<file path="src/rtl/jtgng_sync_rx.sv">
`default_nettype none
//------------------------------------------------------------------------------
// Module  : jtgng_sync_rx
// Purpose : Video timing receiver. Rebuilds active pixel/line coordinates from
//           LHBL/LVBL/HS/VS, measures frame geometry and reports lock.
//           Optional HS watchdog enabled by defining JTGNG_SYNCRX_WDOG_EN.
// Revision: 1.0 - initial release
//------------------------------------------------------------------------------
module jtgng_sync_rx #(
  parameter int LOCK_FRAMES = 2,
  parameter int WDOG_TICKS  = 1024
) (
  input  logic       clk,
  input  logic       rst_n,
  input  logic       cen6,
  input  logic       LHBL,
  input  logic       LVBL,
  input  logic       HS,
  input  logic       VS,
  output logic [8:0] hcnt,
  output logic [8:0] vcnt,
  output logic       line_start,
  output logic       frame_start,
  output logic [9:0] htotal,
  output logic [9:0] hactive,
  output logic [9:0] vtotal,
  output logic [9:0] vactive,
  output logic       locked,
  output logic       wdog
);

  typedef enum logic [1:0] {
    S_SEARCH  = 2'd0,
    S_MEASURE = 2'd1,
    S_CHECK   = 2'd2,
    S_LOCKED  = 2'd3
  } state_t;

  localparam logic [2:0] c_need = 3'(LOCK_FRAMES - 1);

  function automatic logic [9:0] sat10(input logic [9:0] v);
    return (v == 10'h3ff) ? v : v + 10'd1;
  endfunction

  logic r_lhbl, r_lhbl_l, r_lvbl, r_lvbl_l;
  logic r_hs, r_hs_l, r_vs, r_vs_l;
  logic w_hb_rise, w_hb_fall, w_vb_rise, w_hs_rise, w_vs_rise;

  always_ff @(posedge clk or negedge rst_n) begin
    if (!rst_n) begin
      {r_lhbl, r_lhbl_l, r_lvbl, r_lvbl_l} <= '0;
      {r_hs, r_hs_l, r_vs, r_vs_l}         <= '0;
    end else if (cen6) begin
      r_lhbl   <= LHBL;
      r_lhbl_l <= r_lhbl;
      r_lvbl   <= LVBL;
      r_lvbl_l <= r_lvbl;
      r_hs     <= HS;
      r_hs_l   <= r_hs;
      r_vs     <= VS;
      r_vs_l   <= r_vs;
    end
  end

  assign w_hb_rise = r_lhbl & ~r_lhbl_l;
  assign w_hb_fall = ~r_lhbl & r_lhbl_l;
  assign w_vb_rise = r_lvbl & ~r_lvbl_l;
  assign w_hs_rise = r_hs & ~r_hs_l;
  assign w_vs_rise = r_vs & ~r_vs_l;

  always_ff @(posedge clk or negedge rst_n) begin
    if (!rst_n) begin
      hcnt        <= '0;
      vcnt        <= '0;
      line_start  <= 1'b0;
      frame_start <= 1'b0;
    end else if (cen6) begin
      line_start  <= w_hb_rise & r_lvbl;
      frame_start <= w_vs_rise;
      if (w_hb_rise)
        hcnt <= '0;
      else if (r_lhbl && hcnt != 9'h1ff)
        hcnt <= hcnt + 9'd1;
      if (w_vb_rise)
        vcnt <= '0;
      else if (w_hb_fall && r_lvbl && vcnt != 9'h1ff)
        vcnt <= vcnt + 9'd1;
    end
  end

  logic [9:0] r_htick, r_hact, r_hlen, r_halen;
  logic [9:0] r_lines, r_alines;

  always_ff @(posedge clk or negedge rst_n) begin
    if (!rst_n) begin
      r_htick  <= '0;
      r_hact   <= '0;
      r_hlen   <= '0;
      r_halen  <= '0;
      r_lines  <= '0;
      r_alines <= '0;
    end else if (cen6) begin
      if (w_hs_rise) begin
        r_hlen  <= r_htick;
        r_halen <= r_hact;
        r_htick <= 10'd1;
        r_hact  <= {9'd0, r_lhbl};
      end else begin
        r_htick <= sat10(r_htick);
        if (r_lhbl)
          r_hact <= sat10(r_hact);
      end
      // An HS/LHBL edge coincident with VS belongs to the new frame
      if (w_vs_rise) begin
        r_lines  <= {9'd0, w_hs_rise};
        r_alines <= {9'd0, w_hb_rise & r_lvbl};
      end else begin
        if (w_hs_rise)
          r_lines <= sat10(r_lines);
        if (w_hb_rise && r_lvbl)
          r_alines <= sat10(r_alines);
      end
    end
  end

  logic [9:0]  w_m_hlen, w_m_halen;
  logic [39:0] w_m;

  assign w_m_hlen  = w_hs_rise ? r_htick : r_hlen;
  assign w_m_halen = w_hs_rise ? r_hact  : r_halen;
  assign w_m       = {w_m_hlen, w_m_halen, r_lines, r_alines};

  always_ff @(posedge clk or negedge rst_n) begin
    if (!rst_n) begin
      htotal  <= '0;
      hactive <= '0;
      vtotal  <= '0;
      vactive <= '0;
    end else if (cen6 && w_vs_rise) begin
      htotal  <= w_m_hlen;
      hactive <= w_m_halen;
      vtotal  <= r_lines;
      vactive <= r_alines;
    end
  end

`ifdef JTGNG_SYNCRX_WDOG_EN
  localparam int WDW = $clog2(WDOG_TICKS + 1);
  localparam logic [WDW-1:0] c_wd_lim = WDW'(WDOG_TICKS);

  logic [WDW-1:0] r_wd;
  logic           r_wdog;
  logic           w_wd_fire;

  // Fires once as the counter reaches the limit, then holds until the next HS
  assign w_wd_fire = ~w_hs_rise & (r_wd == c_wd_lim - 1'b1);

  always_ff @(posedge clk or negedge rst_n) begin
    if (!rst_n) begin
      r_wd   <= '0;
      r_wdog <= 1'b0;
    end else if (cen6) begin
      r_wdog <= w_wd_fire;
      if (w_hs_rise)
        r_wd <= '0;
      else if (r_wd != c_wd_lim)
        r_wd <= r_wd + 1'b1;
    end
  end

  assign wdog = r_wdog;
`else
  logic w_unused_wdog;
  assign w_unused_wdog = (WDOG_TICKS != 0);
  assign wdog          = 1'b0;
`endif

  state_t      r_state, w_state_nxt;
  logic [39:0] r_cand, w_cand_nxt;
  logic [2:0]  r_matches, w_matches_nxt;
  logic [2:0]  w_match_inc;

  assign w_match_inc = r_matches + 3'd1;

  always_ff @(posedge clk or negedge rst_n) begin
    if (!rst_n) begin
      r_state   <= S_SEARCH;
      r_cand    <= '0;
      r_matches <= '0;
    end else begin
      r_state   <= w_state_nxt;
      r_cand    <= w_cand_nxt;
      r_matches <= w_matches_nxt;
    end
  end

  always_comb begin
    w_state_nxt   = r_state;
    w_cand_nxt    = r_cand;
    w_matches_nxt = r_matches;
    if (cen6 && w_vs_rise) begin
      case (r_state)
        S_SEARCH:  w_state_nxt = S_MEASURE;
        S_MEASURE: begin
          w_state_nxt   = S_CHECK;
          w_cand_nxt    = w_m;
          w_matches_nxt = '0;
        end
        S_CHECK: begin
          if (w_m == r_cand) begin
            w_matches_nxt = w_match_inc;
            if (w_match_inc >= c_need)
              w_state_nxt = S_LOCKED;
          end else begin
            w_cand_nxt    = w_m;
            w_matches_nxt = '0;
          end
        end
        S_LOCKED: begin
          if (w_m != r_cand) begin
            w_state_nxt   = S_CHECK;
            w_cand_nxt    = w_m;
            w_matches_nxt = '0;
          end
        end
        default: w_state_nxt = S_SEARCH;
      endcase
    end
`ifdef JTGNG_SYNCRX_WDOG_EN
    if (cen6 && w_wd_fire) begin
      w_state_nxt   = S_SEARCH;
      w_matches_nxt = '0;
    end
`endif
  end

  assign locked = (r_state == S_LOCKED);

endmodule
`default_nettype wire

</file>
<file path="config.mk">
export PLATFORM = sky130hd
export DESIGN_NAME = jtgng_sync_rx
export DESIGN_NICKNAME = d
export VERILOG_FILES = /design/src/rtl/jtgng_sync_rx.sv
export SDC_FILE = /design/constraint.sdc
export NUM_CORES = 1
export LEC_CHECK = 0
export CAP_MARGIN = 40
export CORE_MARGIN = 3
export CORE_UTILIZATION = 53
export DETAILED_ROUTE_END_ITERATION = 12
export PLACE_DENSITY = 0.74
export SLEW_MARGIN = 20
export SYNTH_ARGS = -nofsm -noshare
export SYNTH_HDL_FRONTEND = slang
export SYNTH_SLANG_ARGS = --single-unit
</file>
<file path="constraint.sdc">
create_clock -name clk -period 7.5 [get_ports clk]
set_input_delay 2.25 -clock clk [delete_from_list [all_inputs] [get_ports clk]]
set_output_delay 2.25 -clock clk [all_outputs]
set_load 0.02 [all_outputs]
</file>
==> qor.yml, run 1 <==
period_share_pct: 67.23
grt-ovfl-total: 0
die_w_um: 131.8
cts_setup_buffers: 0
routed-via-count: 6051
arrival_ns: 5.34
fp.dieArea_mm2: 0.01736
synth_cells: 837
crit_fanout: 19
r2r_slack_ns: 3.29
synth_edf_count: 0
wire_per_inst_um: 16.14
hold_violations: 0
muxShareOfSynthArea_pct: 9.090
portBuffers: 67
cpPeakStageDelay_ns: 0.91
max-cap-violations: 0
drcViolationCount: 0
yosys-top-cells-area: "dfrtp_1 52%, nand2_1 7.0%, mux2i_1 4.3%"
crit_chain: "clkdlybuf4s50_1, nand3b_1, a31oi_1, nor2_1, nor3_1, nand3_1, xor2_1, nor2_1"
seq_area_frac_synth_pct: 51.64
cp.required_ns: 7.80
synth_compound_area_share_pct: 8.179
core.rowCount: 45
mostFrequentLayoutCells: "173 x dfrtp_1, 155 x nand2_1, 66 x clkdlybuf4s50_1"
synth_top_cell_by_area: "dfrtp_1"
syn_area_per_cell_um2: 10.02
synth-xor-area-share_pct: 7.104
setup_tns_ns: 0
hpwl_mm: 12.26
leakage_nw: 4.695
tightestPinTransition_ns: 0.7625
fin_util_pct: 64.06
core_region_area_mm2: 0.01531
clk_latency_ns: 0.43
skew_ns: 0.006613
nFillCells: 1243
ys.flop_type: "dfrtp_1"
cp_slowest_cell: "clkdlybuf4s50_1"
critPathMostFrequentCell: "nor2_1"
nets: 902
slew-limit-headroom_pct: 49.17
synth_top_area_share_pct: 51.64
path_class: "in -> reg"
start_kind: "input port"
cts-root-buf: "clkbuf_16"
ctsHoldBuffers: 0
clk_pin_slew_worst_paths_ns: 0.06
io-pin-count: 69
use_met1_pct: 30.65
numCtsBuffers: 17
drive_gt1_share_pct: 9.020
cts_htree_levels: 4
grt_max_degree: 68
track_usage_pct: 21.10
yosys_warnings: 0
dr.pass1.iters: 8
gr-max-usage-layer: "met2"
ir_worst_vdd_uv: 191.1
die_h_um: 131.8
cts_tree: "done"
drt-total-wl_mm: 17.90
ant_nets: 0
synth_nets: 854
final_cells: 1109
worstHoldPathType: "reg -> reg"
finalSetupViolations: 0
max_freq_ghz: 0.1983
synth-seq-cells: 173
synth-async-reset-ratio_pct: 100.0
p_per_area_mw_per_mm2: 295.6
initial_utilization_pct: 54.74
grt_pass1_vias: 5811
antenna_found_initial: 1
syn2layout_area_growth_pct: 17.03
cts.sinks: 173
cts.path.max_buffers: 2
cp-end-kind: "flip-flop"
dp_cells: 1075
grt.met2_usage_pct: 31.52
rsz0062_at_grt: "no"
cts_resized: 0
viasPerCell: 5.456
grt_pass1_wl_mm: 29.79
status: "completed"
drt_iter0_markers: 445
n_antenna_cell: 0
mostFrequentLayoutCell: "dfrtp_1"
final_max_slew_viol_count: 0
timing.final.crit_period_ns: 5.042
ys_types: 58
synth_top_family_by_area: "simple AND/OR/NAND/NOR gates"
yosys.area_share.simple_pct: 17.16
gp_congestion: 0.8625
netlist_area_mm2: 0.008383
synthAdderAreaFrac_pct: 1.493
grt_util_met3_pct: 4.275
-- kinds of logic after synthesis --
logic type / count (synthesis)
buf+inv: 95
simple gates: 319
flops: 173
other cells: 1
mux: 65
compound gates: 106
fa+ha+maj: 10
xor+xnor: 68
-- worst max-delay path, delay by kind of cell --
family	cells	cell delay, ns
compound gates	1	0.67
simple gates	5	1.35
buf+inv	1	0.91
xor+xnor	1	0.14
-- through the flow --
stage | instance area [um^2] | power (mW) | hold WS [ns] | worst slack [ns]
after floorplan | 8383 | 1.682 | 0.4456 | 3.539
after global placement | 9105 | 1.918 | 0.4580 | 1.839
after detailed placement | 9136 | 1.933 | 0.4636 | 2.099
after CTS | 9791 | 2.909 | 0.4805 | 2.509
after global routing | 9811 | 3.036 | 0.5044 | 2.178
final | 9811 | 2.900 | 0.4732 | 2.458
-- synthesized netlist by cell type (all sizes together), types with 6 or more instances --
| library cell | n |
|---|---|
| nor3 | 10 |
| nand3 | 32 |
| ha | 10 |
| or3 | 12 |
| o21ai | 51 |
| xor2 | 41 |
| dfrtp | 173 |
| xnor2 | 27 |
| nor2 | 57 |
| a31oi | 6 |
| clkbuf | 31 |
| inv | 46 |
| buf | 18 |
| and4 | 7 |
| a21oi | 17 |
| mux2 | 29 |
| nand2 | 156 |
| nand4 | 18 |
| mux2i | 36 |
-- routing by layer --
layer | wire length, um | vias up
met3 | 839 | 29
met4 | 343 | 2
met5 | 13 | -
li1 | - | 2914
met2 | 8038 | 152
met1 | 8663 | 2954
-- final timing paths --
check / from / endpoint / depth (start not counted)
setup / recovery: cen6 / r_lines[7]$_DFFE_PN0P_ / 8
max in group asynchronous: rst_n / hcnt[8]$_DFFE_PN0P_ / 3
min in group asynchronous: rst_n / hactive[3]$_DFFE_PN0P_ / 1
hold / removal: vactive[2]$_DFFE_PN0P_ / vactive[2]$_DFFE_PN0P_ / 2
hold reg to reg: vactive[2]$_DFFE_PN0P_ / vactive[2]$_DFFE_PN0P_ / 2
setup reg to reg: r_hs$_DFFE_PN0P_ / r_cand[16]$_DFFE_PN0P_ / 9
-- power by group --
group,internal (mW),total (mW),switching (mW)
combinational,0.311,0.679,0.368
clock,0.601,0.972,0.371
sequential,1.08,1.25,0.170
-- state kept, by name (all words and copies together), names as in the netlist, 2 cells and up --
signal,cells
r_cand,40
vcnt,9
r_state,2
r_lines,10
r_htick,10
r_matches,3
vactive,10
r_hact,10
r_hlen,10
r_halen,10
vtotal,10
hactive,10
hcnt,9
r_alines,10
htotal,10
-- final cells by class --
type	instances	area [um^2]	area share [%]
Tap cell	211	264.0	2.691
Inverter	46	172.7	1.760
Sequential cell	173	4329	44.13
Clock inverter	14	215.2	2.194
Clock buffer	18	439.2	4.476
Timing Repair Buffer	78	775.7	7.907
Multi-Input combinational cell	569	3615	36.84
(Power assumes the default switching activity.)
==> run 2, diff against run 1 <==
--- a/config.mk
+++ b/config.mk
@@ -9,7 +9,7 @@
 export CORE_MARGIN = 3
 export CORE_UTILIZATION = 53
 export DETAILED_ROUTE_END_ITERATION = 12
-export PLACE_DENSITY = 0.74
+export PLACE_DENSITY = 0.77
 export SLEW_MARGIN = 20
 export SYNTH_ARGS = -nofsm -noshare
 export SYNTH_HDL_FRONTEND = slang
==> constraint.sdc (replaced) <==
create_clock -name clk -period 4.4 [get_ports clk]
set_input_delay 1.32 -clock clk [delete_from_list [all_inputs] [get_ports clk]]
set_output_delay 1.32 -clock clk [all_outputs]
set_load 0.02 [all_outputs]
==> qor.yml, run 2 (synthesized netlist as in run 1, its figures left out) <==
status: "completed"
cpPeakStageDelay_ns: 0.70  # -0.21 ns
dp_cells: 1083  # +0.74%
cp_top_family: "simple AND/OR/NAND/NOR gates"
die_h_um: 131.8  # unchanged
p_per_area_mw_per_mm2: 486.3  # +65%
ir_worst_vdd_uv: 329.1  # +72%
p_int_mw: 3.213  # +61%
worstHoldPathType: "reg -> reg"
p_sw_share_pct: 32.64  # +1.3 points
final_max_slew_viol_count: 0  # unchanged
portBuffers: 67  # unchanged
nFillCells: 1210  # -2.7%
top_register: "r_cand"
cts.sinks: 173  # unchanged
routed-via-count: 6167  # +1.9%
multi_input_area_mm2: 0.003615  # unchanged
grt-ovfl-total: 0  # unchanged
ant_nets: 0  # unchanged
antenna_found_initial: 0  # -1
clk_latency_ns: 0.43  # about the same
drive_gt1_share_pct: 9.503  # +0.48 points
cts.path.max_buffers: 2  # unchanged
dr.pass1.iters: 5  # -3
initial_utilization_pct: 54.74  # unchanged
core.rowCount: 45  # unchanged
p_total_mw: 4.770  # +65%
path_class: "in -> reg"
track_usage_pct: 21.83  # +0.73 points
cts_setup_buffers: 0  # unchanged
arrival_ns: 3.69  # -1.65 ns
grt_pass1_wl_mm: 30.66  # +2.9%
drcViolationCount: 0  # unchanged
grt_max_degree: 86  # +26%
setup_tns_ns: 0  # unchanged
cts-root-buf: "clkbuf_16"
drt_iter0_markers: 526  # +18%
leakage_nw: 4.689  # -0.14%
rsz0062_at_grt: "no"
cp.required_ns: 4.75  # -3.05 ns
ctsHoldBuffers: 0  # unchanged
die_w_um: 131.8  # unchanged
wire_per_inst_um: 16.32  # +1.1%
gp_congestion: 0.8587  # -0.44%
cp_num_buf_inv: 1  # unchanged
crit_fanout: 10  # -9
start_kind: "input port"
nets: 909  # +0.78%
crit_chain: "clkdlybuf4s50_1, nand4b_1, a41oi_1, or2_2, nand4_1, or3_1, a21oi_1"
power_frac_comb_pct: 24.6  # +1.2 points
cts_resized: 0  # unchanged
io-pin-count: 69  # unchanged
final_cells: 1117  # +0.72%
cp-end-kind: "flip-flop"
fp.dieArea_mm2: 0.01736  # unchanged
seq_power_share_pct: 44.8  # +1.7 points
largest_reg_flops: 40  # unchanged
grt_pass1_vias: 6137  # +5.6%
cts_tree: "done"
switchingPower_mw: 1.557  # +71%
drt-total-wl_mm: 18.23  # +1.9%
hpwl_mm: 12.61  # +2.9%
viasPerCell: 5.521  # +1.2%
clk_pin_slew_worst_paths_ns: 0.06  # about the same
mostFrequentLayoutCell: "dfrtp_1"
numCtsBuffers: 17  # unchanged
skew_ns: 0.01318  # +0.006567 ns
mostFrequentLayoutCells: "173 x dfrtp_1, 155 x nand2_1, 66 x clkdlybuf4s50_1"
period_share_pct: 75.77
core_region_area_mm2: 0.01531  # unchanged
finalSetupViolations: 0  # unchanged
max_freq_ghz: 0.3000
hold_violations: 0  # unchanged
slew-limit-headroom_pct: 52.78  # +3.6 points
clock_power_share_pct: 30.6  # -2.9 points
timing.final.crit_period_ns: 3.334
syn2layout_area_growth_pct: 17.00  # about the same
max-cap-violations: 0  # unchanged
cts_htree_levels: 4  # unchanged
regArea_mm2: 0.004329  # unchanged
tightestPinTransition_ns: 0.7084  # -0.05412 ns
cp_slowest_cell: "clkdlybuf4s50_1"
## run 2: power groups by stage
stage          clock network (mW)  registers [mW]  logic (mW)
2_1_floorplan                   0            2.14       0.731
3_3_place_gp                    0            2.14        1.14
3_5_place_dp                    0            2.15        1.16
4_1_cts                      1.49            2.13        1.17
5_1_grt                      1.56            2.17        1.29
6_report                     1.46            2.14        1.17
## run 2: metal layers
layer | up-vias | share of wire (%) | GRT usage, % | wire length, um
met2 | 192 | 47 | 34.53 | 8584
met1 | 3011 | 46 | 30.02 | 8376
met3 | 26 | 5.1 | 4.885 | 936
met4 | 0 | 1.8 | 7.643 | 336
met5 | - | 0 | 0 | 0
li1 | 2938 | - | - | -
## run 2: worst paths after layout
kind | endpoint | slack [ns] | from | depth (start not counted)
hold reg to reg | vactive[4]$_DFFE_PN0P_ | 0.47 | vactive[4]$_DFFE_PN0P_ | 2
min in group asynchronous | r_cand[32]$_DFFE_PN0P_ | 0.68 | rst_n | 1
setup reg to reg | r_cand[30]$_DFFE_PN0P_ | 1.17 | r_hs$_DFFE_PN0P_ | 9
setup / recovery | r_alines[5]$_DFFE_PN0P_ | 1.07 | cen6 | 7
max in group asynchronous | r_cand[14]$_DFFE_PN0P_ | 2.74 | rst_n | 3
hold / removal | vactive[4]$_DFFE_PN0P_ | 0.47 | vactive[4]$_DFFE_PN0P_ | 2
## run 2: through the flow
| step | utilization [%] | setup WS (ns) | hold slack, ns | area (um^2) |
|---|---|---|---|---|
| 5_1_grt | 64.03 | 0.9007 | 0.4969 | 9806 |
| 4_1_cts | 63.85 | 1.129 | 0.4779 | 9778 |
| 3_3_place_gp | 60.06 | 0.7941 | 0.4571 | 9198 |
| 2_1_floorplan | - | 1.369 | 0.4456 | 8383 |
| 3_5_place_dp | 60.09 | 0.6850 | 0.4619 | 9203 |
| 6_report | 64.04 | 1.066 | 0.4727 | 9808 |
## run 2: area by class of cell
cell class                 count  share of cell area, %
antenna                        1                0.02551
multi-input combinational    569                  36.85
clock buffer                  19                  4.414
sequential                   173                  44.14
clock inverter                13                  1.454
tap                          211                  2.692
inverter                      46                  1.760
timing repair buffer          85                  8.662
## run 2: worst min-delay path: stages, from the launching register on
cell,delay [ns]
dfrtp_1,0.34
nand2_1,0.05
nand2_1,0.05
==> run 3, diff against run 2 <==
==> constraint.sdc (replaced) <==
create_clock -name clk -period 2.7 [get_ports clk]
set_input_delay 0.81 -clock clk [delete_from_list [all_inputs] [get_ports clk]]
set_output_delay 0.81 -clock clk [all_outputs]
set_load 0.02 [all_outputs]
==> qor.yml, run 3 (synthesized netlist as in run 1, its figures left out) <==
status: "completed"
fp.dieArea_mm2: 0.01736  # unchanged
cpPeakStageDelay_ns: 0.41  # -0.29 ns
max-cap-violations: 0  # unchanged
cts.path.max_buffers: 2  # unchanged
arrival_ns: 2.93  # -0.76 ns
cts_htree_levels: 4  # unchanged
reg2reg_from: "r_hs_l$_DFFE_PN0P_"
hpwl_mm: 13.92  # +10%
nets: 964  # +6.1%
hold_violations: 0  # unchanged
mostFrequentLayoutCell: "dfrtp_1"
largest_reg_flops: 40  # unchanged
worstHoldPathType: "in -> async"
max_freq_ghz: 0.3821
hold_ws_ns: 0.3442  # -0.1285 ns
cts_tree: "done"
initial_utilization_pct: 54.74  # unchanged
rsz0062_at_grt: "no"
period_share_pct: 96.93
viasPerCell: 5.505  # -0.30%
tightestPinTransition_ns: 0.5210  # -0.1874 ns
antenna_found_initial: 0  # unchanged
skew_ns: 0.007165  # -0.006014 ns
clk_pin_slew_worst_paths_ns: 0.06  # about the same
cp.required_ns: 3.01  # -1.74 ns
gp_congestion: 0.9677  # +13%
numCtsBuffers: 17  # unchanged
path_class: "reg -> reg"
clk_latency_ns: 0.43  # about the same
top_register: "r_cand"
p_per_area_mw_per_mm2: 787.8  # +62%
cp_num_buf_inv: 2  # +1
leakage_nw: 4.996  # +6.5%
io-pin-count: 69  # unchanged
drt-total-wl_mm: 19.63  # +7.6%
cp_slowest_cell: "dfrtp_1"
final_max_slew_viol_count: 0  # unchanged
core.rowCount: 45  # unchanged
track_usage_pct: 22.96  # +1.1 points
grt_max_degree: 68  # -21%
cp-end-kind: "flip-flop"
wire_per_inst_um: 16.85  # +3.2%
crit_chain: "nand2b_4, buf_4, mux2i_1, a22o_1, a2111oi_2, o2111a_2, a211o_4, buf_12, mux2_2"
reg2reg_depth: 9  # unchanged
timing.final.crit_period_ns: 2.617
core_region_area_mm2: 0.01531  # unchanged
r2r_slack_ns: 0.08  # -1.09 ns
grt.met2_usage_pct: 36.16  # +1.6 points
cp_top_family: "compound AO/OA/AOI/OAI gates"
drt_iter0_markers: 567  # +7.8%
slew-limit-headroom_pct: 65.27  # +12 points
final_cells: 1165  # +4.3%
grt_pass1_vias: 6285  # +2.4%
grt_pass1_wl_mm: 32.17  # +5.0%
timing.rr.end: "r_cand[16]$_DFFE_PN0P_"
die_w_um: 131.8  # unchanged
n_antenna_cell: 0  # -1
ir_worst_vdd_uv: 485.1  # +47%
routed-via-count: 6413  # +4.0%
portBuffers: 67  # unchanged
drive_gt1_share_pct: 14.68  # +5.2 points
mostFrequentLayoutCells: "173 x dfrtp_1, 155 x nand2_1, 67 x buf_4"
dp_cells: 1138  # +5.1%
grt-ovfl-total: 0  # unchanged
grt_util_met3_pct: 4.885  # unchanged
start_kind: "flip-flop"
gr-max-usage-layer: "met2"
cts.sinks: 173  # unchanged
use_met1_pct: 32.41  # +2.4 points
drcViolationCount: 0  # unchanged
dr.pass1.iters: 5  # unchanged
ctsHoldBuffers: 0  # unchanged
crit_fanout: 16  # +6
cts-root-buf: "clkbuf_16"
ant_nets: 0  # unchanged
finalSetupViolations: 0  # unchanged
die_h_um: 131.8  # unchanged
syn2layout_area_growth_pct: 22.70
==> run 3: changes by cell type in the layout (fill, tap and decap cells not counted), moves of 2 or more <==
cell / delta
clkinv_2: -2
clkinvlp_4: -2
buf_4: +53
clkbuf_8: +2
clkbuf_1: -2
buf_12: +3
clkinv_4: -3
bufinv_16: +2
==> run 3: report_power, final <==
group	internal, mW	switching (mW)	total [mW]	leakage (nW)
combinational	1.00	1.13	2.14	2.38
clock	1.57	0.958	2.52	0.281
sequential	3.00	0.448	3.44	2.33
total	5.57	2.54	8.10	5.00
==> run 3: worst max-delay path by stage <==
stage | start | to | slack (ns) | cells past startpoint
CTS | r_hs_l$_DFFE_PN0P_ | r_cand[16]$_DFFE_PN0P_ | 0.007 | 9
floorplan | r_hs_l$_DFFE_PN0P_ | r_cand[0]$_DFFE_PN0P_ | 0.14 | 10
detailed placement | cen6 | r_alines[9]$_DFFE_PN0P_ | -0.10 | 8
global placement | cen6 | r_alines[7]$_DFFE_PN0P_ | -0.02 | 8
finish | r_hs_l$_DFFE_PN0P_ | r_cand[16]$_DFFE_PN0P_ | 0.08 | 9
global route | r_hs_l$_DFFE_PN0P_ | r_cand[32]$_DFFE_PN0P_ | 0.008 | 10
==> run 3: per-layer routing <==
| layer | up-vias | share of wire, % |
|---|---|---|
| met4 | 0 | 1.5 |
| met2 | 191 | 47 |
| met3 | 24 | 5.4 |
| li1 | 3038 | - |
| met1 | 3160 | 46 |
| met5 | - | 0 |
==> run 3: cell type report <==
class / count / area, um^2
fillers: 1194 / 5029
flip-flops and latches: 173 / 4329
repair buffers: 140 / 1286
multi-input cells: 569 / 3638
inverters: 46 / 172.7
clock buffers: 19 / 452.9
well taps: 211 / 264.0
clock inverters: 7 / 142.6
==> run 3: timing repair <==
item                       CTS  global route
setup endpoints to repair   12            34
gates resized for setup      2             5
buffers inserted             0             1
pin swaps                    0             2
==> run 3: per-stage QoR <==
stage / area, um^2 / util [%] / TNS, ns / power [mW] / setup WS (ns)
floorplan: 8383 / - / 0 / 4.671 / 0.1412
finish: 10290 / 67.16 / 0 / 8.103 / 0.08292
detailed placement: 9656 / 63.05 / -0.4626 / 5.553 / -0.1049
CTS: 10260 / 66.98 / 0 / 8.094 / 0.006737
global placement: 9656 / 63.05 / -0.02584 / 5.506 / -0.01933
global route: 10290 / 67.16 / 0 / 8.484 / 0.007673
